## src/rtl/decode_stage.sv

```systemverilog
// RV32I decode stage: combinational decode of in_instr captured into a
// main register (drives outputs) backed by a one-entry skid register.
// Optional performance counters are enabled with `define DECODE_PERF_CNT_EN.
module decode_stage #(
  parameter int unsigned XLEN  = 32
`ifdef DECODE_PERF_CNT_EN
  ,parameter int unsigned CNT_W = 32
`endif
) (
  input  logic            clk,
  input  logic            rst,
  input  logic            flush,
  input  logic            in_valid,
  output logic            in_ready,
  input  logic [31:0]     in_instr,
  input  logic [XLEN-1:0] in_pc,
  output logic            out_valid,
  input  logic            out_ready,
  output logic [XLEN-1:0] out_pc,
  output logic [6:0]      opcode,
  output logic [4:0]      rd,
  output logic [4:0]      rs1,
  output logic [4:0]      rs2,
  output logic [2:0]      func3,
  output logic [6:0]      func7,
  output logic [3:0]      inst_type,
  output logic [2:0]      imm_type,
  output logic [XLEN-1:0] imm,
  output logic            illegal
`ifdef DECODE_PERF_CNT_EN
  ,output logic [CNT_W-1:0] decoded_cnt,
  output logic [CNT_W-1:0] illegal_cnt
`endif
);

  localparam logic [6:0] OP_LOAD   = 7'b0000011;
  localparam logic [6:0] OP_STORE  = 7'b0100011;
  localparam logic [6:0] OP_REG    = 7'b0110011;
  localparam logic [6:0] OP_IMM    = 7'b0010011;
  localparam logic [6:0] OP_BRANCH = 7'b1100011;
  localparam logic [6:0] OP_LUI    = 7'b0110111;
  localparam logic [6:0] OP_AUIPC  = 7'b0010111;
  localparam logic [6:0] OP_JAL    = 7'b1101111;
  localparam logic [6:0] OP_JALR   = 7'b1100111;
  localparam logic [6:0] OP_FENCE  = 7'b0001111;
  localparam logic [6:0] OP_SYSTEM = 7'b1110011;

  localparam logic [3:0] IT_LOAD  = 4'd1;
  localparam logic [3:0] IT_STORE = 4'd2;
  localparam logic [3:0] IT_RALU  = 4'd3;
  localparam logic [3:0] IT_IALU  = 4'd4;
  localparam logic [3:0] IT_BR    = 4'd5;
  localparam logic [3:0] IT_LUI   = 4'd6;
  localparam logic [3:0] IT_AUIPC = 4'd7;
  localparam logic [3:0] IT_JAL   = 4'd8;
  localparam logic [3:0] IT_JALR  = 4'd9;
  localparam logic [3:0] IT_SYS   = 4'd10;

  localparam logic [2:0] IMM_I    = 3'd0;
  localparam logic [2:0] IMM_S    = 3'd1;
  localparam logic [2:0] IMM_B    = 3'd2;
  localparam logic [2:0] IMM_U    = 3'd3;
  localparam logic [2:0] IMM_J    = 3'd4;
  localparam logic [2:0] IMM_NONE = 3'd7;

  localparam logic [6:0] F7_ZERO = 7'b0000000;
  localparam logic [6:0] F7_ALT  = 7'b0100000;

  typedef struct packed {
    logic [XLEN-1:0] pc;
    logic [6:0]      opcode;
    logic [4:0]      rd;
    logic [4:0]      rs1;
    logic [4:0]      rs2;
    logic [2:0]      func3;
    logic [6:0]      func7;
    logic [3:0]      inst_type;
    logic [2:0]      imm_type;
    logic [XLEN-1:0] imm;
    logic            illegal;
  } entry_t;

  entry_t m_q, m_d, s_q, s_d, dec;
  logic   m_valid_q, m_valid_d, s_valid_q, s_valid_d;
  logic   in_ready_q, in_ready_d;
  logic   in_fire, out_fire, bad;

  logic [6:0]      f_op;
  logic [2:0]      f_f3;
  logic [6:0]      f_f7;
  logic [XLEN-1:0] imm_i, imm_s, imm_b, imm_u, imm_j;

  assign f_op  = in_instr[6:0];
  assign f_f3  = in_instr[14:12];
  assign f_f7  = in_instr[31:25];
  assign imm_i = XLEN'($signed(in_instr[31:20]));
  assign imm_s = XLEN'($signed({in_instr[31:25], in_instr[11:7]}));
  assign imm_b = XLEN'($signed({in_instr[31], in_instr[7], in_instr[30:25], in_instr[11:8], 1'b0}));
  assign imm_u = XLEN'($signed({in_instr[31:12], 12'b0}));
  assign imm_j = XLEN'($signed({in_instr[31], in_instr[19:12], in_instr[20], in_instr[30:21], 1'b0}));

  // Decode the incoming instruction word into an entry
  always_comb begin
    dec          = '0;
    bad          = 1'b0;
    dec.pc       = in_pc;
    dec.opcode   = f_op;
    dec.imm_type = IMM_NONE;
    case (f_op)
      OP_LOAD: begin
        dec.inst_type = IT_LOAD;  dec.imm_type = IMM_I; dec.imm = imm_i;
        dec.rd = in_instr[11:7];  dec.rs1 = in_instr[19:15]; dec.func3 = f_f3;
        bad = (f_f3 == 3'b011) || (f_f3 == 3'b110) || (f_f3 == 3'b111);
      end
      OP_STORE: begin
        dec.inst_type = IT_STORE; dec.imm_type = IMM_S; dec.imm = imm_s;
        dec.rs1 = in_instr[19:15]; dec.rs2 = in_instr[24:20]; dec.func3 = f_f3;
        bad = (f_f3 > 3'b010);
      end
      OP_REG: begin
        dec.inst_type = IT_RALU;
        dec.rd = in_instr[11:7];  dec.rs1 = in_instr[19:15]; dec.rs2 = in_instr[24:20];
        dec.func3 = f_f3;         dec.func7 = f_f7;
        bad = ((f_f7 != F7_ZERO) && (f_f7 != F7_ALT)) ||
              ((f_f7 == F7_ALT) && (f_f3 != 3'b000) && (f_f3 != 3'b101));
      end
      OP_IMM: begin
        dec.inst_type = IT_IALU;  dec.imm_type = IMM_I; dec.imm = imm_i;
        dec.rd = in_instr[11:7];  dec.rs1 = in_instr[19:15]; dec.func3 = f_f3;
        if (f_f3 == 3'b001) begin
          dec.func7 = f_f7;
          bad = (f_f7 != F7_ZERO);
        end else if (f_f3 == 3'b101) begin
          dec.func7 = f_f7;
          bad = (f_f7 != F7_ZERO) && (f_f7 != F7_ALT);
        end
      end
      OP_BRANCH: begin
        dec.inst_type = IT_BR;    dec.imm_type = IMM_B; dec.imm = imm_b;
        dec.rs1 = in_instr[19:15]; dec.rs2 = in_instr[24:20]; dec.func3 = f_f3;
        bad = (f_f3 == 3'b010) || (f_f3 == 3'b011);
      end
      OP_LUI, OP_AUIPC: begin
        dec.inst_type = (f_op == OP_LUI) ? IT_LUI : IT_AUIPC;
        dec.imm_type  = IMM_U;    dec.imm = imm_u; dec.rd = in_instr[11:7];
      end
      OP_JAL: begin
        dec.inst_type = IT_JAL;   dec.imm_type = IMM_J; dec.imm = imm_j;
        dec.rd = in_instr[11:7];
      end
      OP_JALR: begin
        dec.inst_type = IT_JALR;  dec.imm_type = IMM_I; dec.imm = imm_i;
        dec.rd = in_instr[11:7];  dec.rs1 = in_instr[19:15]; dec.func3 = f_f3;
        bad = (f_f3 != 3'b000);
      end
      OP_FENCE, OP_SYSTEM: begin
        dec.inst_type = IT_SYS;   dec.imm_type = IMM_I; dec.imm = imm_i;
        dec.rd = in_instr[11:7];  dec.rs1 = in_instr[19:15]; dec.func3 = f_f3;
      end
      default: bad = 1'b1;
    endcase
    if (in_instr[1:0] != 2'b11) bad = 1'b1;
    // Illegal entries keep pc/opcode but carry no decoded fields
    if (bad) begin
      dec          = '0;
      dec.pc       = in_pc;
      dec.opcode   = f_op;
      dec.imm_type = IMM_NONE;
      dec.illegal  = 1'b1;
    end
  end

  assign in_fire  = in_valid && in_ready_q;
  assign out_fire = m_valid_q && out_ready;

  // Main/skid buffer next state; flush overrides any capture or drain
  always_comb begin
    m_d       = m_q;
    s_d       = s_q;
    m_valid_d = m_valid_q;
    s_valid_d = s_valid_q;
    if (flush) begin
      m_valid_d = 1'b0;
      s_valid_d = 1'b0;
    end else if (!m_valid_q || out_fire) begin
      if (s_valid_q) begin
        m_d       = s_q;
        m_valid_d = 1'b1;
        s_valid_d = in_fire;
        if (in_fire) s_d = dec;
      end else begin
        m_valid_d = in_fire;
        if (in_fire) m_d = dec;
      end
    end else if (in_fire) begin
      s_d       = dec;
      s_valid_d = 1'b1;
    end
    in_ready_d = !s_valid_d;
  end

  // Buffer registers
  always_ff @(posedge clk or posedge rst) begin
    if (rst) begin
      m_q          <= '0;
      m_q.imm_type <= IMM_NONE;
      s_q          <= '0;
      s_q.imm_type <= IMM_NONE;
      m_valid_q    <= 1'b0;
      s_valid_q    <= 1'b0;
      in_ready_q   <= 1'b0;
    end else begin
      m_q          <= m_d;
      s_q          <= s_d;
      m_valid_q    <= m_valid_d;
      s_valid_q    <= s_valid_d;
      in_ready_q   <= in_ready_d;
    end
  end

  assign in_ready  = in_ready_q;
  assign out_valid = m_valid_q;
  assign out_pc    = m_q.pc;
  assign opcode    = m_q.opcode;
  assign rd        = m_q.rd;
  assign rs1       = m_q.rs1;
  assign rs2       = m_q.rs2;
  assign func3     = m_q.func3;
  assign func7     = m_q.func7;
  assign inst_type = m_q.inst_type;
  assign imm_type  = m_q.imm_type;
  assign imm       = m_q.imm;
  assign illegal   = m_q.illegal;

`ifdef DECODE_PERF_CNT_EN
  logic [CNT_W-1:0] decoded_cnt_q, decoded_cnt_d, illegal_cnt_q, illegal_cnt_d;

  // Count output transfers; flush does not suppress them
  always_comb begin
    decoded_cnt_d = decoded_cnt_q;
    illegal_cnt_d = illegal_cnt_q;
    if (out_fire) begin
      decoded_cnt_d = decoded_cnt_q + CNT_W'(1);
      if (m_q.illegal) illegal_cnt_d = illegal_cnt_q + CNT_W'(1);
    end
  end

  // Counter registers
  always_ff @(posedge clk or posedge rst) begin
    if (rst) begin
      decoded_cnt_q <= '0;
      illegal_cnt_q <= '0;
    end else begin
      decoded_cnt_q <= decoded_cnt_d;
      illegal_cnt_q <= illegal_cnt_d;
    end
  end

  assign decoded_cnt = decoded_cnt_q;
  assign illegal_cnt = illegal_cnt_q;
`endif

endmodule

```

## config.mk

```make
export PLATFORM = sky130hd
export DESIGN_NAME = decode_stage
export DESIGN_NICKNAME = d
export VERILOG_FILES = /design/src/rtl/decode_stage.sv
export SDC_FILE = /design/constraint.sdc
export NUM_CORES = 1
export LEC_CHECK = 0
export CORE_UTILIZATION = 45
export DETAILED_ROUTE_END_ITERATION = 6
export HOLD_SLACK_MARGIN = 0.02
export PLACE_DENSITY = 0.7
export SYNTH_ARGS = -nofsm -noshare
export SYNTH_HDL_FRONTEND = slang
export SYNTH_SLANG_ARGS = --single-unit
```

## constraint.sdc

```tcl
create_clock -name clk -period 10.5 [get_ports clk]
set_input_delay 2.1 -clock clk [delete_from_list [all_inputs] [get_ports clk]]
set_output_delay 2.1 -clock clk [all_outputs]
set_load 0.02 [all_outputs]
```

==> key figures, run 1 <==
Outcome
  • Status: complete, no violations

Power
  • Leakage: about 5.4 nW
  • Sw power: 601 µW
  • Comb pwr share: 0.177
  • Int Power: about 1.6 mW
  • VDD IR max: about 110 µV
  • Switching power share of the total: 0.268
  • Design Power: 2.24 mW
  • Seq pwr share: 0.431
  • PD cells: between 150 and 200 nW/µm²
  • Clock power share: 0.392

Synth
  • Post-synth EDFFs: 0
  • Syn. warnings: 0
  • Syn_nets: ~1000
  • Seq/Total Area, Yosys: 0.557
  • Cells after synthesis: ~960
  • Share of synthesized flip-flops with an asynchronous set or reset: 1.00
  • Synthesized flop and latch total: 211
  • Mapped Area: around 9500 µm²
  • Share of Yosys cell area claimed by the top area cell type: 0.541
  • Yosys cell types: 62
  • Syn_area_per_cell: 9.86 µm²
  • Largest cells by area after synthesis: dfrtp_1 (54%), nand2_1 (8.3%), o21ai_0 (4.2%)
  • Yosys top cell by area: dfrtp_1
  • Ys flop type: dfrtp_1

Setup path
  • Crit path max fanout: 22
  • Startpoint Class: input port
  • Slowest cell on the critical path: clkdlybuf4s50_1
  • Worst EP arrival: 5.31 ns
  • Crit path max-delay family: simple AND/OR/NAND/NOR gates
  • WP data required: between 10 and 15 ns
  • Critical path class: input port to register
  • Worst-path cell chain: clkdlybuf4s50_1 > or3b_1 > a21bo_2 > o21ai_1 > o211a_2 > and3_1 > a32o_1
  • Critical path capture point type: register
  • Setup crit start: in_instr[3]
  • CP Depth: 7
  • RR Startpoint: s_valid_q$_DFF_PP0_
  • R2R cell count: 7
  • Largest stage delay, worst path: 0.96 ns
  • WP buf/inv: 1

Timing
  • Min Clock Period, post-route: between 4 and 5 ns
  • Slew Viols, Final: 0
  • Final worst path period share: 0.464
  • RSZ-0062 raised after global routing: no
  • Final setup violation count: 0
  • Slew @ Worst Pin: roughly 1.1 ns
  • Peak Freq: 205 MHz
  • Endpoints failing hold: 0
  • Setup TNS: 0 ns
  • Final setup skew: approximately 0.013 ns
  • Slew headroom: 0.279

Layout
  • Util after Layout: 0.594
  • Fillers: 1775
  • Post-Layout Cell Count: ~1400
  • Area growth syn-to-layout: 27.9%
  • Leading cell type in the layout, fill and taps excluded: nand2_1
  • Layout Nets: between 1000 and 1500
  • Antenna Cells: 0
  • Most frequent cells in the layout: nand2_1 (209), dfrtp_1 (204), clkdlybuf4s50_1 (174)
  • Layout cells sized above 1: 0.0797

Routing
  • WL met2: between 10 and 15 mm
  • Vias per Instance: between 5 and 6
  • DR vias: approximately 7700
  • Routed Wire Length: around 25 mm
  • WL/cell: between 15 and 20 µm
  • Initial drt markers: 550
  • Met3 WL: roughly 1.8 mm
  • Antenna-violating nets left: 0
  • DRC viols: 0
  • First-pass iteration count of the detailed router: 5
  • M1 wire length: roughly 12 mm
  • Top layer used by detailed routing: met4

CTS
  • Cts hold-fix bufs: 0
  • CTS max path bufs: 3
  • CTS buffer count: 23
  • Setup bufs post-CTS: 0
  • CTS Sinks: about 210
  • H-Tree Depth: 1
  • Clk_lat worst skew: between 0.5 and 0.6 ns
  • CTS tree: built
  • Cts repair resizes: 0
  • Clock Root Buffer: clkbuf_16
  • Clock Pin Slew Worst Setup and Hold Paths: around 0.06 ns

Global route
  • Largest net degree at the start of global routing: around 130
  • First-pass GRT wire length: around 41 mm
  • Grt ovf: 0
  • Antenna violations before repair: 0
  • Vias in the first global route: approximately 7600
  • Total track usage: 0.236

Placement
  • Port bufs: 174
  • GPL Wtd Cong: 0.867
  • Dpl cells: about 1300
  • Dpl hpwl: roughly 16 mm

Worst hold path
  • Hold path start: func7[4]$_DFFE_PP0P_
  • Worst hold path type: register to register
  • Hold Path Depth: 2

Die
  • Starting density of the core: 0.464
  • Die Footprint: approximately 22000 µm²
  • Die width: about 150 µm
  • Row count: between 50 and 60
  • I/O Pins: ~180
  • DIE HEIGHT: 147 µm
  • Core area: 20400 µm²

Run
  • Max-Cap Viols: 0
-- routing by layer --
metal  vias to the layer above  global-route usage
met5                         -                   0
met4                         0              0.0768
met3                        48              0.0398
met2                       280               0.362
met1                      3774               0.342
li1                       3624                   -
-- final timing paths --
| check | slack, ns | endpoint |
|---|---|---|
| max | 5.62 | s_q[62]$_DFFE_PP0P_ |
| min | 0.46 | func7[4]$_DFFE_PP0P_ |
| max reg2reg | 7.30 | imm_type[0]$_DFFE_PP1P_ |
| min reg2reg | 0.46 | func7[4]$_DFFE_PP0P_ |
| max in group asynchronous | 6.68 | rs2[3]$_DFFE_PP0P_ |
| min in group asynchronous | 2.16 | imm[23]$_DFFE_PP0P_ |
-- worst register-to-register path: cells and delay by family (launching register included) --
kind | cells | cell delay [ns]
flops | 1 | 0.85
compound gates | 2 | 0.62
buf+inv | 1 | 0.59
simple gates | 4 | 1.07
-- synth_stat cells (2+ instances only) --
library cell	instances
nand2_1	209
dfrtp_1	205
o21ai_0	79
a21oi_1	74
nor2_1	59
clkbuf_1	56
mux2i_1	39
o22ai_2	20
and3_1	19
a221o_1	17
a32o_1	16
inv_1	15
buf_2	13
nand3_1	13
a22o_1	12
o22ai_1	11
nor2b_1	8
nor3_1	8
a22oi_1	6
and2_1	6
dfstp_2	6
and4_1	5
or2_2	5
buf_1	4
a211oi_1	3
a21o_1	3
a31oi_1	3
a32oi_1	3
buf_6	3
nand4_1	3
nand2b_1	2
nand3b_1	2
o21ai_1	2
o221a_2	2
o22a_1	2
o32a_1	2
or3_1	2
-- power groups by stage --
stage,logic [mW],registers (mW),clock network (mW)
after global routing,0.433,0.980,0.928
after floorplan,0.154,1.03,0
after detailed placement,0.399,0.980,0
after CTS,0.401,0.967,0.894
final,0.397,0.967,0.879
after global placement,0.393,0.977,0
-- flip-flops by register name, summed over array words and instances (netlist names), 3 cells and up --
| name | count |
|---|---|
| func3 | 3 |
| func7 | 7 |
| imm | 32 |
| imm_type | 3 |
| inst_type | 4 |
| opcode | 7 |
| out_pc | 32 |
| rd | 5 |
| rs1 | 5 |
| rs2 | 5 |
| s_q | 104 |
-- cell families (layout without fill, tap and decap cells) --
logic type / Yosys count / in the layout / synth area share
XOR/XNOR: 2 / 2 / 0.00185
buffers and inverters: 92 / 234 / 0.0409
adder cells (fa/ha/maj): 1 / 1 / 0.00106
AND/OR/NAND/NOR: 349 / 349 / 0.163
flip-flops: 211 / 211 / 0.557
multiplexers: 40 / 40 / 0.0423
AO/OA/AOI/OAI: 267 / 267 / 0.194
-- layout make-up --
cell class | count | area [µm²] | area share
flip-flops and latches | 211 | 5290 | 0.436
well taps | 270 | 338 | 0.0278
clock inverters | 8 | 174 | 0.0143
repair buffers | 180 | 1790 | 0.147
inverters | 15 | 63.8 | 0.00526
clock buffers | 31 | 646 | 0.0532
multi-input cells | 659 | 3830 | 0.316
-- metrics by stage --
| stage | setup slack (ns) | hold slack [ns] | cell area [µm²] |
|---|---|---|---|
| after floorplan | 2.64 | 0.439 | 9490 |
| after global placement | 5.23 | 0.453 | 11300 |
| after detailed placement | 5.17 | 0.455 | 11300 |
| after CTS | 5.68 | 0.468 | 12100 |
| after global routing | 5.42 | 0.488 | 12100 |
| final | 5.62 | 0.462 | 12100 |
Power figures use the tool's default switching activity.
==> inputs of run 2 (changes only) <==
- clock period: 10.5 -> 5.05 ns (I/O delays scaled with it)
==> run 2 against run 1 <==
  * Routed wire length barely moved
  * Clock power rose by 96%
  * Power rose by 100%
  * First-iteration DRC count fell by 7.6%
  * Die area did not move
  * Final cell count rose by 0.95%
  * Worst hold slack improved by 0.0060 ns
  * Setup slack got worse by 4.3 ns
  * Combinational power rose by 110%
  * Flip-flop and latch count did not move
  * Critical path type unchanged
  * Largest cell class unchanged
==> key figures, run 2 (synthesis results as in run 1) <==
Outcome
  • Status: complete, no violations

Power
  • Leakage: 5.41 nW (+0.71%)
  • Sw power: 1.24 mW (+110%)
  • Seq pwr share: 0.441 (+0.010)
  • PD cells: 374 nW/µm² (+100%)
  • Clock power share: 0.377 (-0.015)
  • Int Power: 3.31 mW (+100%)
  • VDD IR max: 201 µV (+88%)
  • Switching power share of the total: 0.272 (+0.00387)
  • Comb pwr share: 0.181 (+0.004)

Die
  • Die Footprint: 21700 µm² (unchanged)
  • DIE HEIGHT: 147 µm (unchanged)
  • Starting density of the core: 0.464 (unchanged)
  • Row count: 52 (unchanged)
  • I/O Pins: 175 (unchanged)
  • Core area: 20400 µm² (unchanged)
  • Die width: 147 µm (unchanged)

Layout
  • Fillers: 1762 (-0.73%)
  • Most frequent cells in the layout: nand2_1 (209), dfrtp_1 (204), clkdlybuf4s50_1 (174)
  • Reg with most FFs: s_q
  • Layout Nets: 1169 (+0.86%)
  • Area growth syn-to-layout: 28.4%
  • Leading cell type in the layout, fill and taps excluded: nand2_1
  • Post-route cell area: 12200 µm² (+0.38%)
  • Layout cells sized above 1: 0.0886 (+0.00892)
  • Antenna Cells: 0 (unchanged)
  • Max reg flops: 104 (unchanged)

CTS
  • Cts repair resizes: 0 (unchanged)
  • Clock Pin Slew Worst Setup and Hold Paths: 0.06 ns (about the same)
  • Clk_lat worst skew: 0.51 ns (about the same)
  • CTS tree: built
  • CTS max path bufs: 3 (unchanged)
  • Setup bufs post-CTS: 0 (unchanged)
  • Cts hold-fix bufs: 0 (unchanged)
  • CTS Sinks: 211 (unchanged)
  • CTS buffer count: 23 (unchanged)
  • H-Tree Depth: 1 (unchanged)
  • Clock Root Buffer: clkbuf_16

Global route
  • Grt ovf: 0 (unchanged)
  • Antenna violations before repair: 1 (+1)
  • Largest net degree at the start of global routing: 105 (-20%)
  • First-pass GRT wire length: 41.1 mm (about the same)
  • Vias in the first global route: 7634 (+0.94%)
  • Total track usage: 0.237 (about the same)

Placement
  • Area after DPL: 11400 µm² (+0.74%)
  • Pre-CTS setup slack: 0.799 ns (-4.37 ns)
  • Dpl hpwl: 16.1 mm (+2.9%)
  • Port bufs: 174 (unchanged)
  • GPL Wtd Cong: 0.883 (+1.8%)

Setup path
  • WP data required: 5.49 ns (-5.44 ns)
  • Crit path max-delay family: simple AND/OR/NAND/NOR gates
  • Critical path capture point type: register
  • Startpoint Class: input port
  • Critical path class: input port to register
  • Worst-path cell chain: clkdlybuf4s50_1 > or4_1 > nor3_2 > a311oi_1 > a41oi_2 > and3_1 > a32o_1
  • Largest stage delay, worst path: 0.80 ns (-0.16 ns)
  • WP buf/inv: 1 (unchanged)
  • Crit path max fanout: 20 (-9.1%)
  • Worst EP arrival: 4.20 ns (-1.11 ns)
  • Slowest cell on the critical path: and3_1

Routing
  • First-pass iteration count of the detailed router: 5 (unchanged)
  • Antenna-violating nets left: 0 (unchanged)
  • DRC viols: 0 (unchanged)
  • WL/cell: 18.3 µm (-0.88%)
  • Vias per Instance: 5.57 (-0.90%)
  • Routed Wire Length: 25.4 mm (about the same)
  • DR vias: 7729 (+0.039%)
  • Initial drt markers: 508 (-7.6%)

Timing
  • Min Clock Period, post-route: approximately 3.8 ns
  • Hold WS: 0.468 ns (+0.00596 ns)
  • Setup ws final: 1.29 ns (-4.34 ns)
  • RSZ-0062 raised after global routing: no
  • Slew Viols, Final: 0 (unchanged)
  • Slew @ Worst Pin: 1.07 ns (-0.0137 ns)
  • Slew headroom: 0.288 (+0.00913)
  • Peak Freq: ~270 MHz
  • Final setup violation count: 0 (unchanged)
  • Endpoints failing hold: 0 (unchanged)
  • Final worst path period share: 0.745
  • Setup TNS: 0 ns (unchanged)
  • Final setup skew: 0.0167 ns (+0.00377 ns)

Run
  • Max-Cap Viols: 0 (unchanged)

Worst hold path
  • Worst hold path type: register to register
-- run 2: metal layers --
metal / vias to the layer above / global-route usage / share of wire
li1: 3645 / - / -
met1: 3728 / 0.338 / 0.45
met2: 313 / 0.363 / 0.46
met3: 43 / 0.0410 / 0.071
met4: 0 / 0.0845 / 0.026
met5: - / 0 / 0
-- run 2: power by group through the flow --
stage,Clock (mW),Combinational (mW),Sequential (mW)
3_3_place_gp,0,0.822,2.03
5_1_grt,1.83,0.902,2.03
6_report,1.72,0.826,2.01
3_5_place_dp,0,0.832,2.04
4_1_cts,1.76,0.837,2.01
2_1_floorplan,0,0.321,2.15
-- run 2: worst reg2reg max path, delay by kind of cell, from the launching register on --
kind | cells | cell delay, ns
compound gates | 1 | 0.29
flops | 1 | 1.02
simple gates | 4 | 1.67
-- run 2: worst paths after layout --
kind | startpoint | slack, ns | end | depth (start not counted)
setup reg to reg | s_valid_q$_DFF_PP0_ | 2.00 | s_q[54]$_DFFE_PP0P_ | 5
max in group asynchronous | rst | 3.07 | imm[21]$_DFFE_PP0P_ | 3
setup / recovery | in_instr[25] | 1.29 | s_q[54]$_DFFE_PP0P_ | 7
hold reg to reg | s_q[37]$_DFFE_PP0P_ | 0.47 | s_q[37]$_DFFE_PP0P_ | 2
min in group asynchronous | rst | 0.99 | opcode[1]$_DFFE_PP0P_ | 2
hold / removal | s_q[37]$_DFFE_PP0P_ | 0.47 | s_q[37]$_DFFE_PP0P_ | 2
-- run 2: layout make-up --
cell class,instances,area (µm²),area share
tap,270,338,0.0277
clock inverter,6,87.6,0.00719
multi-input combinational,659,3830,0.315
timing repair buffer,190,1870,0.154
inverter,15,60.1,0.00493
sequential,211,5290,0.435
clock buffer,36,694,0.0570
-- run 2: per-stage QoR --
stage / util / power [mW] / std cells
detailed placement: 0.558 / 2.87 / 1345
global placement: 0.558 / 2.85 / 1345
finish: 0.596 / 4.55 / 1387
floorplan: - / 2.47 / 962
global route: 0.596 / 4.76 / 1387
CTS: 0.596 / 4.61 / 1387
